<file path="src/rtl/multdiv_scheduler_if.sv">
// Bundle between decode, the scheduler and the shared mult/div unit.
// The scheduler uses the slave modport; the environment drives through master.
interface multdiv_scheduler_if;
  logic        flush;
  logic        req_top;
  logic        req_bot;
  logic        div_top;
  logic        div_bot;
  logic [31:0] opA_top;
  logic [31:0] opB_top;
  logic [31:0] opA_bot;
  logic [31:0] opB_bot;
  logic [4:0]  rd_top;
  logic [4:0]  rd_bot;
  logic [31:0] md_opA;
  logic [31:0] md_opB;
  logic        md_ctrl_mult;
  logic        md_ctrl_div;
  logic [31:0] md_result;
  logic        md_exception;
  logic        md_resultRDY;
  logic        stall_top;
  logic        stall_bot;
  logic        wb_valid;
  logic        wb_slot;
  logic [4:0]  wb_rd;
  logic [31:0] wb_data;
  logic        wb_exception;
  logic        busy;

  modport slave (
    input  flush, req_top, req_bot, div_top, div_bot,
    input  opA_top, opB_top, opA_bot, opB_bot, rd_top, rd_bot,
    input  md_result, md_exception, md_resultRDY,
    output md_opA, md_opB, md_ctrl_mult, md_ctrl_div,
    output stall_top, stall_bot,
    output wb_valid, wb_slot, wb_rd, wb_data, wb_exception, busy
  );

  modport master (
    output flush, req_top, req_bot, div_top, div_bot,
    output opA_top, opB_top, opA_bot, opB_bot, rd_top, rd_bot,
    output md_result, md_exception, md_resultRDY,
    input  md_opA, md_opB, md_ctrl_mult, md_ctrl_div,
    input  stall_top, stall_bot,
    input  wb_valid, wb_slot, wb_rd, wb_data, wb_exception, busy
  );
endinterface

</file>
<file path="src/rtl/multdiv_scheduler.sv">
// Arbiter/sequencer for the shared multi-cycle mult/div unit (top slot wins).
// Define MULTDIV_TIMEOUT_EN to abort a WAIT that never sees md_resultRDY.
module multdiv_scheduler #(
  parameter int TIMEOUT_CYCLES = 40,
  parameter int CNT_W          = 6
) (
  input logic                clk,
  input logic                rst,
  multdiv_scheduler_if.slave bus
);
  typedef enum logic [1:0] {IDLE, ISSUE, WAIT, DONE} state_t;

  state_t      state;
  logic [31:0] opA;
  logic [31:0] opB;
  logic [31:0] wbData;
  logic [4:0]  rdLat;
  logic        slot;
  logic        wbExc;
  logic        multPulse;
  logic        divPulse;
  logic        wbValid;
  logic        busyNow;
  logic        takeTop;
  logic        takeBot;
`ifdef MULTDIV_TIMEOUT_EN
  logic [CNT_W-1:0] waitCnt;
`endif

  if ((2 ** CNT_W) <= TIMEOUT_CYCLES) begin : gCntTooNarrow
    $error("CNT_W too narrow for TIMEOUT_CYCLES");
  end

  // A flushed request is never accepted, whichever slot it sits in.
  assign takeTop = bus.req_top & ~bus.flush;
  assign takeBot = bus.req_bot & ~bus.req_top & ~bus.flush;

  always_ff @(posedge clk or posedge rst) begin
    if (rst) begin
      state     <= IDLE;
      opA       <= '0;
      opB       <= '0;
      wbData    <= '0;
      rdLat     <= '0;
      slot      <= 1'b0;
      wbExc     <= 1'b0;
      multPulse <= 1'b0;
      divPulse  <= 1'b0;
      wbValid   <= 1'b0;
`ifdef MULTDIV_TIMEOUT_EN
      waitCnt   <= '0;
`endif
    end else begin
      multPulse <= 1'b0;
      divPulse  <= 1'b0;
      wbValid   <= 1'b0;
      unique case (state)
        IDLE: begin
          if (takeTop) begin
            opA       <= bus.opA_top;
            opB       <= bus.opB_top;
            rdLat     <= bus.rd_top;
            slot      <= 1'b0;
            multPulse <= ~bus.div_top;
            divPulse  <= bus.div_top;
            state     <= ISSUE;
          end else if (takeBot) begin
            opA       <= bus.opA_bot;
            opB       <= bus.opB_bot;
            rdLat     <= bus.rd_bot;
            slot      <= 1'b1;
            multPulse <= ~bus.div_bot;
            divPulse  <= bus.div_bot;
            state     <= ISSUE;
          end
        end
        ISSUE: begin
          state <= bus.flush ? IDLE : WAIT;
`ifdef MULTDIV_TIMEOUT_EN
          waitCnt <= '0;
`endif
        end
        WAIT: begin
          // flush beats ready; ready beats the timeout limit
          if (bus.flush) begin
            state <= IDLE;
          end else if (bus.md_resultRDY) begin
            wbData  <= bus.md_result;
            wbExc   <= bus.md_exception;
            wbValid <= 1'b1;
            state   <= DONE;
`ifdef MULTDIV_TIMEOUT_EN
          end else if (waitCnt == CNT_W'(TIMEOUT_CYCLES - 1)) begin
            wbData  <= '0;
            wbExc   <= 1'b1;
            wbValid <= 1'b1;
            state   <= DONE;
          end else begin
            waitCnt <= waitCnt + 1'b1;
`endif
          end
        end
        DONE: state <= IDLE;
        default: state <= IDLE;
      endcase
    end
  end

  assign busyNow = (state != IDLE);

  // A flush landing in the pulse or write-back cycle kills that cycle's strobe.
  assign bus.md_ctrl_mult = multPulse & ~bus.flush;
  assign bus.md_ctrl_div  = divPulse & ~bus.flush;
  assign bus.wb_valid     = wbValid & ~bus.flush;
  assign bus.md_opA       = opA;
  assign bus.md_opB       = opB;
  assign bus.wb_slot      = slot;
  assign bus.wb_rd        = rdLat;
  assign bus.wb_data      = wbData;
  assign bus.wb_exception = wbExc;
  assign bus.busy         = busyNow;
  assign bus.stall_top    = bus.req_top & busyNow;
  assign bus.stall_bot    = bus.req_bot & (busyNow | bus.req_top);
endmodule

</file>
<file path="src/flat_wrapper.sv">
// flat-port wrapper written by rule: the top's interface ports become plain ports
module multdiv_scheduler_flat 
#(
  parameter int TIMEOUT_CYCLES = 40,
  parameter int CNT_W          = 6
)
  (clk, rst, bus_flush, bus_req_top, bus_req_bot, bus_div_top, bus_div_bot, bus_opA_top, bus_opB_top, bus_opA_bot, bus_opB_bot, bus_rd_top, bus_rd_bot, bus_md_result, bus_md_exception, bus_md_resultRDY, bus_md_opA, bus_md_opB, bus_md_ctrl_mult, bus_md_ctrl_div, bus_stall_top, bus_stall_bot, bus_wb_valid, bus_wb_slot, bus_wb_rd, bus_wb_data, bus_wb_exception, bus_busy);
  multdiv_scheduler_if bus_i ();
  input logic clk;
  input logic rst;
  input wire logic [$bits(bus_i.flush)-1:0] bus_flush;
  input wire logic [$bits(bus_i.req_top)-1:0] bus_req_top;
  input wire logic [$bits(bus_i.req_bot)-1:0] bus_req_bot;
  input wire logic [$bits(bus_i.div_top)-1:0] bus_div_top;
  input wire logic [$bits(bus_i.div_bot)-1:0] bus_div_bot;
  input wire logic [$bits(bus_i.opA_top)-1:0] bus_opA_top;
  input wire logic [$bits(bus_i.opB_top)-1:0] bus_opB_top;
  input wire logic [$bits(bus_i.opA_bot)-1:0] bus_opA_bot;
  input wire logic [$bits(bus_i.opB_bot)-1:0] bus_opB_bot;
  input wire logic [$bits(bus_i.rd_top)-1:0] bus_rd_top;
  input wire logic [$bits(bus_i.rd_bot)-1:0] bus_rd_bot;
  input wire logic [$bits(bus_i.md_result)-1:0] bus_md_result;
  input wire logic [$bits(bus_i.md_exception)-1:0] bus_md_exception;
  input wire logic [$bits(bus_i.md_resultRDY)-1:0] bus_md_resultRDY;
  output wire logic [$bits(bus_i.md_opA)-1:0] bus_md_opA;
  output wire logic [$bits(bus_i.md_opB)-1:0] bus_md_opB;
  output wire logic [$bits(bus_i.md_ctrl_mult)-1:0] bus_md_ctrl_mult;
  output wire logic [$bits(bus_i.md_ctrl_div)-1:0] bus_md_ctrl_div;
  output wire logic [$bits(bus_i.stall_top)-1:0] bus_stall_top;
  output wire logic [$bits(bus_i.stall_bot)-1:0] bus_stall_bot;
  output wire logic [$bits(bus_i.wb_valid)-1:0] bus_wb_valid;
  output wire logic [$bits(bus_i.wb_slot)-1:0] bus_wb_slot;
  output wire logic [$bits(bus_i.wb_rd)-1:0] bus_wb_rd;
  output wire logic [$bits(bus_i.wb_data)-1:0] bus_wb_data;
  output wire logic [$bits(bus_i.wb_exception)-1:0] bus_wb_exception;
  output wire logic [$bits(bus_i.busy)-1:0] bus_busy;
  assign bus_i.flush = bus_flush;
  assign bus_i.req_top = bus_req_top;
  assign bus_i.req_bot = bus_req_bot;
  assign bus_i.div_top = bus_div_top;
  assign bus_i.div_bot = bus_div_bot;
  assign bus_i.opA_top = bus_opA_top;
  assign bus_i.opB_top = bus_opB_top;
  assign bus_i.opA_bot = bus_opA_bot;
  assign bus_i.opB_bot = bus_opB_bot;
  assign bus_i.rd_top = bus_rd_top;
  assign bus_i.rd_bot = bus_rd_bot;
  assign bus_i.md_result = bus_md_result;
  assign bus_i.md_exception = bus_md_exception;
  assign bus_i.md_resultRDY = bus_md_resultRDY;
  assign bus_md_opA = bus_i.md_opA;
  assign bus_md_opB = bus_i.md_opB;
  assign bus_md_ctrl_mult = bus_i.md_ctrl_mult;
  assign bus_md_ctrl_div = bus_i.md_ctrl_div;
  assign bus_stall_top = bus_i.stall_top;
  assign bus_stall_bot = bus_i.stall_bot;
  assign bus_wb_valid = bus_i.wb_valid;
  assign bus_wb_slot = bus_i.wb_slot;
  assign bus_wb_rd = bus_i.wb_rd;
  assign bus_wb_data = bus_i.wb_data;
  assign bus_wb_exception = bus_i.wb_exception;
  assign bus_busy = bus_i.busy;
  multdiv_scheduler #(.TIMEOUT_CYCLES(TIMEOUT_CYCLES), .CNT_W(CNT_W)) u_core (.clk(clk), .rst(rst), .bus(bus_i));
endmodule
</file>
<file path="config.mk">
export PLATFORM = sky130hd
export DESIGN_NAME = multdiv_scheduler_flat
export DESIGN_NICKNAME = d
export VERILOG_FILES = /design/src/rtl/multdiv_scheduler_if.sv /design/src/rtl/multdiv_scheduler.sv /design/src/flat_wrapper.sv
export SDC_FILE = /design/constraint.sdc
export NUM_CORES = 1
export LEC_CHECK = 0
export CAP_MARGIN = 20
export CORE_MARGIN = 4
export CORE_UTILIZATION = 38
export DETAILED_ROUTE_END_ITERATION = 10
export GPL_TIMING_DRIVEN = 0
export HOLD_SLACK_MARGIN = 0.12
export PLACE_DENSITY_LB_ADDON = 0.08
export REMOVE_ABC_BUFFERS = 1
export SYNTH_ARGS = -nofsm -noshare
export SYNTH_HDL_FRONTEND = slang
export SYNTH_SLANG_ARGS = --single-unit
</file>
<file path="constraint.sdc">
create_clock -name clk -period 4.1 [get_ports clk]
set_input_delay 0.82 -clock clk [delete_from_list [all_inputs] [get_ports clk]]
set_output_delay 0.82 -clock clk [all_outputs]
set_load 0.1 [all_outputs]
</file>
==> results.cfg <==
[clock_tree]
clk_pin_slew_ns = 0.07
h-tree-depth = 3
postCtsResizedCells = 0
tritoncts_clock_tree = done
hold_buffers = 0
clockRootBuffer = sky130_fd_sc_hd__clkbuf_16
clock_buffer_count_from_cts = 9
clock_latency_ns = 0.34
cts-root-to-sink-buffers = 2
tritoncts_num_sinks = 108
cts.repair_timing.setup_buffer_count = 0

[sta]
timing.fmax_ghz = 0.2689
timing_hold_violations_final = 0
timing.setup.tns_ns = 0
whs_ns = 0.4930
clock-skew-final_ns = 0.004593
finalCriticalPeriod_ns = 3.719
grt_setup_unrepaired = no
tightest_slew_ns = 1.041
final_max_slew_viol_count = 0
finalCritPeriodShare_pct = 90.71
setup_violations = 0
worst_slack_ns = 0.3808
relSlewSlack_pct = 30.36

[layout]
final_layout_size_suffix_gt1_share_pct = 31.87
layout-area-overhead-vs-synth_pct = 70.71
diodes = 0
finish.utilization_pct = 66.67
final_nets = 789

[synthesis]
post_synth_instance_area_sq_um = 4969
synth.avg_cell_area_sq_um = 15.33
synth-warning-count = 0
ys_ff_latch = 108
unique_masters_post_synth = 22
synth_largest_type_area_fraction_pct = 54.39
post-synth-top-area-cell = sky130_fd_sc_hd__dfrtp_1
postSynthCellCount = 324
synth-seq-area-share_pct = 54.39
synth.top_cells.by_area = sky130_fd_sc_hd__dfrtp_1, sky130_fd_sc_hd__mux2_2, sky130_fd_sc_hd__mux2_4

[route]
drt_pass1_iterations = 4
num_vias = 3696
wirelength_um = 14310
dr.first_iter.drc_count = 133
avgViaCountPerCell = 4.696
drtAntennaViolNets = 0
drcViolationCount = 0
average_routed_wire_per_standard_cell_um = 18.18

[pwr]
leakagePower_nw = 3.407
max_vdd_drop_uv = 786.2
power_density_nw_per_um2 = 874.7

[critical_path]
timing_worst_setup_path_type = in2out
crit_path_start_kind = input pin
worst-path-max-fanout = 9
slowest_delay_ns = 1.17
worst_path_most_repeated_cell = sky130_fd_sc_hd__clkdlybuf4s50_1
worstPathCellList = clkdlybuf4s50_1, nor2b_1, clkdlybuf4s50_1
kind_of_end_point_of_the_critical_path = output pin
arrival_ns = 2.90
worst_ep_required_time_ns = 3.28
slowest_stage = sky130_fd_sc_hd__clkdlybuf4s50_1

[floorplan]
starting_density_of_the_core_pct = 39.05
die_h_um = 122.3
chipWidth_um = 122.3
top_level_ports = 288
core.rowCount = 41
design.die.area_sq_um = 14970
core-area_sq_um = 12720

[placed_design]
place.gp.congestion = 0.7230
numPortBuffers = 287
detailedPlace.worstSlack_ns = 0.3343
detailedPlacementHpwl_um = 11660

[grt]
grt.overflow.total = 0
gr-usage-all-layers_pct = 18.76
grt_max_degree = 71
grt_pass1_vias = 4084
antenna_violations_before_repair = 0
wire_length_of_the_first_global_routing_pass_um = 21590

[flow_run]
cap_viol_max_count = 0

[outcome]
outcome = finished, final reports clean

[worst_hold_path]
holdCritPathClass = reg2reg
==> synthesized netlist by cell type <==
cell and count:
sky130_fd_sc_hd__o21ai_0 1, sky130_fd_sc_hd__mux2_1 2, sky130_fd_sc_hd__o21a_1 2, sky130_fd_sc_hd__nor3_1 2, sky130_fd_sc_hd__buf_2 11, sky130_fd_sc_hd__nor3_2 1, sky130_fd_sc_hd__nor2b_1 4, sky130_fd_sc_hd__mux2_4 10
sky130_fd_sc_hd__xnor2_1 1, sky130_fd_sc_hd__nor3_4 1, sky130_fd_sc_hd__a21oi_1 2, sky130_fd_sc_hd__clkbuf_1 1, sky130_fd_sc_hd__nor2_1 2, sky130_fd_sc_hd__nand2_1 3, sky130_fd_sc_hd__mux2i_1 1, sky130_fd_sc_hd__mux2_2 159
sky130_fd_sc_hd__buf_4 1, sky130_fd_sc_hd__dfrtp_1 108, sky130_fd_sc_hd__and2_1 3, sky130_fd_sc_hd__or2_1 1, sky130_fd_sc_hd__inv_1 1, sky130_fd_sc_hd__buf_6 7
==> worst paths after layout <==
check                                      from  slack, ns  cells after the start                endpoint
min in group asynchronous                   rst       0.86                      2  u_core.bus.wb_data[19]
hold reg to reg            u_core.bus.md_opB[7]       0.49                      1    u_core.bus.md_opB[7]
setup / recovery                      bus_flush       0.38                      3         bus_md_ctrl_div
setup reg to reg                u_core.state[0]       1.71                      7   u_core.bus.md_opB[16]
hold / removal             u_core.bus.md_opB[7]       0.49                      1    u_core.bus.md_opB[7]
max in group asynchronous                   rst       2.53                      3     u_core.bus.wb_rd[4]
==> kinds of logic after synthesis <==
kind of cell              after synthesis  share of synthesized area [%]
xor gates and xnor gates                1                         0.1763
AOI/OAI and AO/OA                       5                         0.6042
buffers and inverters                  21                          2.997
DFF                                   108                          54.39
muxes                                 172                          39.71
and+or+nand+nor                        17                          2.116
==> report_power, final <==
group	leakage (nW)	internal (mW)	switching, mW
sequential	1.29	1.47	0.204
combinational	1.95	1.24	3.53
clock	0.167	0.598	0.378
==> flip-flops by register name, indices dropped and copies added, names as in the netlist <==
| register | cells |
|---|---|
| u_core.bus.wb_data | 32 |
| u_core.bus.md_opA | 32 |
| u_core.bus.md_opB | 32 |
| u_core.bus.wb_slot | 1 |
| u_core.bus.wb_rd | 5 |
| u_core.state | 2 |
| u_core.bus.wb_exception | 1 |
| u_core.wbValid | 1 |
| u_core.divPulse | 1 |
| u_core.multPulse | 1 |
==> worst max-delay path: cells and delay by family <==
family	cells	cell delay (ns)
buffers and inverters	2	1.85
and+or+nand+nor	1	0.22
==> layout by cell type, fill, tap and decap left out <==
cell type	n
sky130_fd_sc_hd__a21oi_1	2
sky130_fd_sc_hd__and2_1	3
sky130_fd_sc_hd__buf_12	1
sky130_fd_sc_hd__buf_16	7
sky130_fd_sc_hd__bufinv_16	3
sky130_fd_sc_hd__clkbuf_1	1
sky130_fd_sc_hd__clkbuf_16	9
sky130_fd_sc_hd__clkdlybuf4s50_1	287
sky130_fd_sc_hd__clkinv_2	1
sky130_fd_sc_hd__clkinv_4	2
sky130_fd_sc_hd__dfrtp_1	108
sky130_fd_sc_hd__inv_4	1
sky130_fd_sc_hd__mux2_1	2
sky130_fd_sc_hd__mux2_2	159
sky130_fd_sc_hd__mux2_4	10
sky130_fd_sc_hd__mux2i_1	1
sky130_fd_sc_hd__nand2_1	3
sky130_fd_sc_hd__nor2_1	2
sky130_fd_sc_hd__nor2b_1	3
sky130_fd_sc_hd__nor2b_4	1
sky130_fd_sc_hd__nor3_1	2
sky130_fd_sc_hd__nor3_4	2
sky130_fd_sc_hd__o21a_1	2
sky130_fd_sc_hd__o21ai_0	1
sky130_fd_sc_hd__or2_1	1
sky130_fd_sc_hd__xnor2_1	1
==> through the flow <==
step | std cells | cell area [sq um] | power [mW]
after floorplan | 304 | 4823 | 5.227
after global placement | 763 | 7911 | 6.414
after detailed placement | 771 | 8140 | 6.495
after CTS | 787 | 8482 | 7.493
after global routing | 787 | 8482 | 7.671
final | 787 | 8482 | 7.419
==> area by class of cell <==
type,count,area [sq um]
clock buffers,10,229.0
clock inverters,6,112.6
fillers,999,4240
inverters,1,6.256
multi-input cells,195,2131
flip-flops and latches,108,2703
well taps,172,215.2
repair buffers,295,3085
==> layer usage <==
layer / vias up / GRT usage (%) / part of all wire (%)
met5: - / 0 / 0
li1: 1729 / - / -
met2: 182 / 32.84 / 50
met3: 14 / 8.065 / 12
met4: 0 / 6.088 / 1.5
met1: 1771 / 20.48 / 37
No activity file was read; power rests on OpenSTA's default activity.
